--- src/rtl/axi_common_types_pkg.sv ---
// Shared AXI payload types for the m4s7 master-side write path.
// Payloads travel as flat vectors on module ports and are built or decoded through these structs.
package axi_common_types_pkg;

   localparam int AXI_ID_WIDTH   = 4;
   localparam int AXI_ADDR_WIDTH = 32;
   localparam int AXI_LEN_WIDTH  = 8;
   localparam int AXI_DATA_WIDTH = 32;
   localparam int AXI_USER_WIDTH = 1;

   typedef logic [AXI_LEN_WIDTH-1:0] axi_len_t;

   typedef enum logic [1:0] {
      OKAY   = 2'b00,
      EXOKAY = 2'b01,
      SLVERR = 2'b10,
      DECERR = 2'b11
   } axi_resp_t;

   typedef struct packed {
      logic [AXI_ID_WIDTH-1:0]   id;
      logic [AXI_ADDR_WIDTH-1:0] addr;
      axi_len_t                  len;
      logic [2:0]                size;
      logic [1:0]                burst;
      logic                      lock;
      logic [3:0]                cache;
      logic [2:0]                prot;
      logic [3:0]                qos;
      logic [3:0]                region;
      logic [AXI_USER_WIDTH-1:0] user;
   } axi_aw_pl_t;

   typedef struct packed {
      logic [AXI_DATA_WIDTH-1:0]   data;
      logic [AXI_DATA_WIDTH/8-1:0] strb;
      logic                        last;
      logic [AXI_USER_WIDTH-1:0]   user;
   } axi_w_pl_t;

   typedef struct packed {
      logic [AXI_ID_WIDTH-1:0]   id;
      axi_resp_t                 resp;
      logic [AXI_USER_WIDTH-1:0] user;
   } axi_b_pl_t;

   localparam int AW_PL_W = $bits(axi_aw_pl_t);
   localparam int W_PL_W  = $bits(axi_w_pl_t);
   localparam int B_PL_W  = $bits(axi_b_pl_t);

   // Bit positions of the only fields the tracker decodes; must follow the struct field order above.
   localparam int AW_LEN_LSB = 3 + 2 + 1 + 4 + 3 + 4 + 4 + AXI_USER_WIDTH;
   localparam int W_LAST_BIT = AXI_USER_WIDTH;

endpackage

--- src/rtl/axi_skid_buf.sv ---
// Generic 2-entry valid/ready register slice: full throughput, registered ready, no comb paths.
// A beat transfers on any edge where valid && ready; valid must hold with stable data until then.
module axi_skid_buf #(
   parameter int WIDTH = 8
) (
   input  logic             clk,
   input  logic             rst_n,
   input  logic             s_valid,
   output logic             s_ready,
   input  logic [WIDTH-1:0] s_data,
   output logic             m_valid,
   input  logic             m_ready,
   output logic [WIDTH-1:0] m_data
);

   logic [WIDTH-1:0] slot [2];
   logic             rd_ptr;
   logic             wr_ptr;
   logic [1:0]       cnt;
   logic [1:0]       cnt_nxt;
   logic             push;
   logic             pop;

   assign push    = s_valid && s_ready;
   assign pop     = m_valid && m_ready;
   assign m_valid = (cnt != 2'd0);
   assign m_data  = slot[rd_ptr];

   always_comb begin
      cnt_nxt = cnt + {1'b0, push} - {1'b0, pop};
   end

   // Ready is computed from the next occupancy so it never depends on m_ready combinationally.
   always_ff @(posedge clk or negedge rst_n) begin
      if (!rst_n) begin
         cnt     <= 2'd0;
         rd_ptr  <= 1'b0;
         wr_ptr  <= 1'b0;
         s_ready <= 1'b0;
         slot[0] <= '0;
         slot[1] <= '0;
      end else begin
         cnt     <= cnt_nxt;
         s_ready <= (cnt_nxt != 2'd2);
         if (push) begin
            slot[wr_ptr] <= s_data;
            wr_ptr       <= ~wr_ptr;
         end
         if (pop) begin
            rd_ptr <= ~rd_ptr;
         end
      end
   end

endmodule

--- src/rtl/axi_m_wr_tracker.sv ---
// Master-side write tracker: AW register slice, W gated on AW acceptance with WLAST checking,
// B pass-through used to bound outstanding writes.
module axi_m_wr_tracker
   import axi_common_types_pkg::*;
#(
   parameter int  MAX_OUTS = 4,
   localparam int CNT_W    = $clog2(MAX_OUTS + 1)
) (
   input  logic               ACLK,
   input  logic               ARESETn,
   input  logic               s_awvalid,
   output logic               s_awready,
   input  logic [AW_PL_W-1:0] s_aw,
   input  logic               s_wvalid,
   output logic               s_wready,
   input  logic [W_PL_W-1:0]  s_w,
   output logic               s_bvalid,
   input  logic               s_bready,
   output logic [B_PL_W-1:0]  s_b,
   output logic               m_awvalid,
   input  logic               m_awready,
   output logic [AW_PL_W-1:0] m_aw,
   output logic               m_wvalid,
   input  logic               m_wready,
   output logic [W_PL_W-1:0]  m_w,
   input  logic               m_bvalid,
   output logic               m_bready,
   input  logic [B_PL_W-1:0]  m_b,
   output logic [CNT_W-1:0]   outs_cnt,
   output logic               err_wlast,
   output logic               err_bunexp
);

   localparam int               PTR_W   = (MAX_OUTS > 1) ? $clog2(MAX_OUTS) : 1;
   localparam logic [CNT_W-1:0] MAX_CNT = CNT_W'(MAX_OUTS);
   localparam logic [PTR_W-1:0] PTR_TOP = PTR_W'(MAX_OUTS - 1);

   logic             space_q;
   logic             skid_ready;
   logic             aw_hs;
   logic             w_hs;
   logic             b_dec;
   logic             pop;
   logic             exp_last;
   logic             fifo_nempty;
   logic [CNT_W-1:0] outs_nxt;
   logic [CNT_W-1:0] fifo_cnt;
   logic [PTR_W-1:0] wr_ptr;
   logic [PTR_W-1:0] rd_ptr;
   axi_len_t         beat_cnt;
   axi_len_t         len_mem [MAX_OUTS];

   function automatic logic [PTR_W-1:0] ptr_inc(input logic [PTR_W-1:0] p);
      return (p == PTR_TOP) ? '0 : p + 1'b1;
   endfunction

   assign s_awready = skid_ready && space_q;
   assign aw_hs     = s_awvalid && s_awready;

   axi_skid_buf #(
      .WIDTH (AW_PL_W)
   ) u_aw_skid (
      .clk     (ACLK),
      .rst_n   (ARESETn),
      .s_valid (s_awvalid && space_q),
      .s_ready (skid_ready),
      .s_data  (s_aw),
      .m_valid (m_awvalid),
      .m_ready (m_awready),
      .m_data  (m_aw)
   );

   // W may only move while the length of its burst is known locally.
   assign fifo_nempty = (fifo_cnt != '0);
   assign m_wvalid    = s_wvalid && fifo_nempty;
   assign s_wready    = m_wready && fifo_nempty;
   assign m_w         = s_w;
   assign w_hs        = s_wvalid && s_wready;
   assign exp_last    = (beat_cnt == len_mem[rd_ptr]);
   assign pop         = w_hs && exp_last;

   assign s_bvalid = m_bvalid;
   assign s_b      = m_b;
   assign m_bready = s_bready;
   assign b_dec    = m_bvalid && s_bready && (outs_cnt != '0);

   always_comb begin
      outs_nxt = outs_cnt;
      if (aw_hs && !b_dec) begin
         outs_nxt = outs_cnt + 1'b1;
      end else if (!aw_hs && b_dec) begin
         outs_nxt = outs_cnt - 1'b1;
      end
   end

   always_ff @(posedge ACLK or negedge ARESETn) begin
      if (!ARESETn) begin
         outs_cnt   <= '0;
         space_q    <= 1'b0;
         fifo_cnt   <= '0;
         wr_ptr     <= '0;
         rd_ptr     <= '0;
         beat_cnt   <= '0;
         err_wlast  <= 1'b0;
         err_bunexp <= 1'b0;
      end else begin
         outs_cnt   <= outs_nxt;
         space_q    <= (outs_nxt < MAX_CNT);
         fifo_cnt   <= fifo_cnt + CNT_W'(aw_hs) - CNT_W'(pop);
         err_wlast  <= w_hs && (s_w[W_LAST_BIT] != exp_last);
         err_bunexp <= m_bvalid && s_bready && (outs_cnt == '0);
         if (aw_hs) begin
            wr_ptr <= ptr_inc(wr_ptr);
         end
         // The beat count alone closes a burst; a wrong LAST is only flagged.
         if (pop) begin
            rd_ptr   <= ptr_inc(rd_ptr);
            beat_cnt <= '0;
         end else if (w_hs) begin
            beat_cnt <= beat_cnt + 1'b1;
         end
      end
   end

   always_ff @(posedge ACLK) begin
      if (aw_hs) begin
         len_mem[wr_ptr] <= s_aw[AW_LEN_LSB +: AXI_LEN_WIDTH];
      end
   end

endmodule

--- config.mk ---
export PLATFORM = sky130hd
export DESIGN_NAME = axi_m_wr_tracker
export DESIGN_NICKNAME = d
export VERILOG_FILES = /design/src/rtl/axi_common_types_pkg.sv /design/src/rtl/axi_skid_buf.sv /design/src/rtl/axi_m_wr_tracker.sv
export SDC_FILE = /design/constraint.sdc
export NUM_CORES = 1
export LEC_CHECK = 0
export CAP_MARGIN = 20
export CORE_MARGIN = 3
export CORE_UTILIZATION = 48
export CTS_CLUSTER_DIAMETER = 40
export CTS_CLUSTER_SIZE = 14
export DETAILED_ROUTE_END_ITERATION = 8
export GPL_TIMING_DRIVEN = 0
export PLACE_DENSITY_LB_ADDON = 0.1
export SLEW_MARGIN = 25
export SYNTH_ARGS = -nofsm -noshare
export SYNTH_HDL_FRONTEND = slang
export SYNTH_SLANG_ARGS = --single-unit
--- constraint.sdc ---
create_clock -name ACLK -period 3.3 [get_ports ACLK]
set_input_delay 0.66 -clock ACLK [delete_from_list [all_inputs] [get_ports ACLK]]
set_output_delay 0.66 -clock ACLK [all_outputs]
set_load 0.01 [all_outputs]
==> reports/metrics.csv <==
stage,metric,value,unit
cells_and_area,growth of design area from synthesis to finish,32.9,%
cells_and_area,share of post-route cells with drive strength above 1,37.0,%
clock_tree,master cell of the clock root buffer,sky130_fd_sc_hd__clkbuf_16,
global_routing,met1 layer usage reported by global route,21.9,%
worst_setup_path,peak per-stage delay on the critical path,0.53,ns
floorplan,top-level port count,241,
power,maximum resistive drop on vdd,0.000677,V
placement,Buffers on Ports,196,
logic_synthesis,share of async-settable or async-resettable flops after synthesis,83.2,%
run,number of maximum-capacitance constraint violations,0,
logic_synthesis,synthesized instance count,588,
clock_tree,maximum level of the CTS H-tree,4,
floorplan,starting density of the core,49.6,%
logic_synthesis,most used flip-flop cell after synthesis,sky130_fd_sc_hd__dfrtp_1,
cells_and_area,layout filler cell count,1284,
worst_setup_path,Reg-to-Reg Start,rd_ptr[0],
worst_setup_path,cell-by-cell listing of the critical path,clkbuf_2 > clkbuf_2 > mux2_2 > clkdlybuf4s50_1,
placement,global placement routability congestion,0.729,
floorplan,Core ar.,0.0175,mm²
hold_path,worst min path class,input pin to asynchronous set/reset pin,
logic_synthesis,most common cell in the synthesized netlist,sky130_fd_sc_hd__mux2_2,
clock_tree,largest buffer count on any clock path,2,
worst_setup_path,Worst path most repeated cell,sky130_fd_sc_hd__clkbuf_2,
timing,setup repair after global routing missed its margin,false,
timing,min Tclk post-route,3.04,ns
drt,mean routed wirelength per cell,18.7,µm
drt,Routed Wire Length,19.5,mm
timing,Worst Skew,0.00999,ns
global_routing,GR peak layer,met2,
worst_setup_path,"Data arrival, critical path",2.38,ns
worst_setup_path,timing startpoint of the critical path,u_aw_skid.rd_ptr,
logic_synthesis,Post-synth EDFFs,32,
clock_tree,CTS Buf Count,17,
timing,setup slack after layout,0.261,ns
drt,antenna-violating nets left,0,
worst_setup_path,Crit-path slowest cell,sky130_fd_sc_hd__clkdlybuf4s50_1,
power,clock group share of total power,18.6,%
global_routing,global route overflow,0,
global_routing,initial antenna violation count,2,
global_routing,M3 GR Usage,7.68,%
floorplan,Die Footprint,0.0198,mm²
clock_tree,clock tree sinks,190,
logic_synthesis,share of synthesized area occupied by flip-flops and latches,56.6,%
global_routing,via count of the first global-routing pass,6043,
worst_setup_path,Crit Path Category,flop to output pin,
global_routing,global-route wire length before repair,31.3,mm
power,Pwr Density,942,mW/mm²
logic_synthesis,biggest area consumer among synthesized cells,sky130_fd_sc_hd__dfrtp_1,
power,Leakage,4.83,nW
worst_setup_path,nature of the critical path startpoint,flop,
power,internal power,7.50,mW
power,switching power summed over all nets,3.37,mW
drt,number of detailed-routing iterations run before antenna repair,4,
drt,starting DRC count in detailed routing,229,
drt,residual DRC count,0,
worst_setup_path,data required time of the critical path,2.64,ns
timing,slew at the pin closest to its max-slew limit,0.805,ns
floorplan,height of the die,141,µm
clock_tree,hold bufs inserted after CTS,0,
global_routing,met2 Track Usage GR,36.5,%
power,overall power after layout,10.9,mW
timing,Worst Hold Margin,0.187,ns
global_routing,largest net degree at the start of global routing,82,
drt,vias per cell,5.13,
logic_synthesis,most numerous cell types in the synthesized netlist,"sky130_fd_sc_hd__mux2_2 (198), sky130_fd_sc_hd__dfrtp_1 (158), sky130_fd_sc_hd__buf_4 (47)",
worst_setup_path,Worst Path Buf+Inv,3,
worst_setup_path,type of destination of the critical path,output pin,
placement,Placement Setup Slack,0.0271,ns
timing,highest attainable clock frequency,329,MHz
logic_synthesis,Post-Synthesis Cell Area,0.00869,mm²
drt,total via count in the routed design,5355,
timing,Slew Limit Headroom,46.3,%
placement,sum of net half-perimeters after detailed placement,14.4,mm
global_routing,total global routing track utilization,20.1,%
floorplan,Die Wd,141,µm
logic_synthesis,number of warnings issued by yosys,0,
timing,number of hold violations in the final report,0,
logic_synthesis,count of state elements after synthesis,190,
logic_synthesis,top cell type's share of synthesized area,45.5,%
logic_synthesis,total nets after synthesis,722,
clock_tree,Worst-path clk slew,0.07,ns
logic_synthesis,Yosys cell types,37,
clock_tree,clk_lat worst skew,0.43,ns
worst_setup_path,maximum net fanout on the critical path,10,
cells_and_area,number of nets in the layout,938,
power,Gate power share,45.2,%
floorplan,placement row count,48,
power,share of total power consumed by net switching,31.0,%
worst_setup_path,critical path's top delay family,buffers and inverters,
logic_synthesis,synthesized area divided by synthesized cell count,14.8,µm²
power,sequential share of power,36.2,%
status,result of the run,"finished, final reports clean",
logic_synthesis,top post-synthesis cells by area,"sky130_fd_sc_hd__dfrtp_1 (46%), sky130_fd_sc_hd__mux2_2 (26%), sky130_fd_sc_hd__edfxtp_1 (11%), sky130_fd_sc_hd__buf_4 (4.1%), sky130_fd_sc_hd__mux4_1 (2.4%)",
timing,final setup vio count,0,
timing,max-slew violations,0,
clock_tree,clock tree from TritonCTS,built,
timing,Tcrit/Tclk final,92.1,%
-- sequential cells by signal (all words and copies together) (netlist names), 2 cells and up --
register / count
len_mem: 32
u_aw_skid.cnt: 2
rd_ptr: 2
beat_cnt: 8
wr_ptr: 2
fifo_cnt: 3
outs_cnt: 3
u_aw_skid.slot: 132
-- through the flow --
step | setup TNS [ns] | cells | util [%] | cell area [µm²]
floorplan | 0 | 588 | - | 8690
global placement | -715.44 | 1009 | 62.3 | 10900
detailed placement | 0 | 1010 | 62.5 | 11000
CTS | 0 | 1042 | 65.8 | 11500
global route | 0 | 1043 | 65.8 | 11500
finish | 0 | 1043 | 65.8 | 11500
-- logic make-up after synthesis --
family,synth area share (%)
flops,56.6
compound gates,1.15
xor+xnor,2.26
mux,28.4
fa+ha+maj,2.25
simple gates,3.54
buf+inv,5.82
-- power groups by stage --
| stage | logic, mW | clock network, mW | registers (mW) |
|---|---|---|---|
| after global routing | 5.30 | 2.19 | 4.05 |
| after global placement | 4.82 | 0 | 3.88 |
| after floorplan | 2.93 | 0 | 3.80 |
| final | 4.92 | 2.02 | 3.93 |
| after CTS | 5.02 | 2.06 | 3.93 |
| after detailed placement | 4.98 | 0 | 3.98 |
-- final timing paths --
| path | to | slack [ns] | cells past startpoint |
|---|---|---|---|
| max reg2reg | fifo_cnt[2] | 0.27 | 11 |
| min in group ACLK | u_aw_skid.wr_ptr | 0.50 | 2 |
| max in group asynchronous | u_aw_skid.wr_ptr | 2.29 | 2 |
| min | beat_cnt[2] | 0.19 | 1 |
| min reg2reg | u_aw_skid.wr_ptr | 0.50 | 2 |
| max | m_aw[29] | 0.26 | 4 |
-- cell type report --
class | instances | area, µm² | share of cell area, %
Sequential cell | 190 | 4910 | 42.6
Multi-Input combinational cell | 315 | 3270 | 28.3
Timing Repair Buffer | 198 | 2000 | 17.3
Buffer | 70 | 462 | 4.00
Clock buffer | 19 | 433 | 3.75
Tap cell | 225 | 282 | 2.44
Clock inverter | 13 | 138 | 1.19
Inverter | 12 | 45.0 | 0.390
Antenna cell | 1 | 2.50 | 0.0217
-- routing by layer --
metal | vias to the layer above | wire length, µm
met1 | 2706 | 7300
met5 | - | 9
met2 | 168 | 10400
met3 | 19 | 1560
li1 | 2460 | -
met4 | 2 | 269
-- worst reg2reg max path, cell delays in order (launching register included) --
cell and delay (ns):
sky130_fd_sc_hd__dfrtp_1 0.38, sky130_fd_sc_hd__buf_6 0.18, sky130_fd_sc_hd__mux4_1 0.62, sky130_fd_sc_hd__xnor2_1 0.19
sky130_fd_sc_hd__nand4_2 0.24, sky130_fd_sc_hd__nor3_4 0.26, sky130_fd_sc_hd__xor2_1 0.18, sky130_fd_sc_hd__ha_1 0.16
sky130_fd_sc_hd__inv_1 0.05, sky130_fd_sc_hd__fa_1 0.38, sky130_fd_sc_hd__xnor2_1 0.15, sky130_fd_sc_hd__xnor2_1 0.13
-- cell usage in the layout, fill, tap and decap left out, drive strengths merged, types with 4 or more instances in the layout --
master | Yosys | routed
mux2 | 200 | 200
clkdlybuf4s50 | 0 | 195
dfrtp | 158 | 158
buf | 62 | 65
edfxtp | 32 | 32
clkbuf | 9 | 27
nand2 | 17 | 17
inv | 11 | 16
xnor2 | 15 | 15
ha | 14 | 14
nor2 | 11 | 11
mux4 | 8 | 8
o21ai | 8 | 8
and2 | 6 | 6
nand3 | 6 | 6
clkinv | 1 | 5
a21oi | 4 | 4
xor2 | 4 | 4
nor3 | 4 | 4
-- repair_timing --
item | in CTS | in global routing
resized for setup | 4 | 0
setup endpoints to repair | 30 | 1
pin swaps | 0 | 1
buffers inserted | 0 | 1
Note: power is estimated with default switching activity, not from simulation.
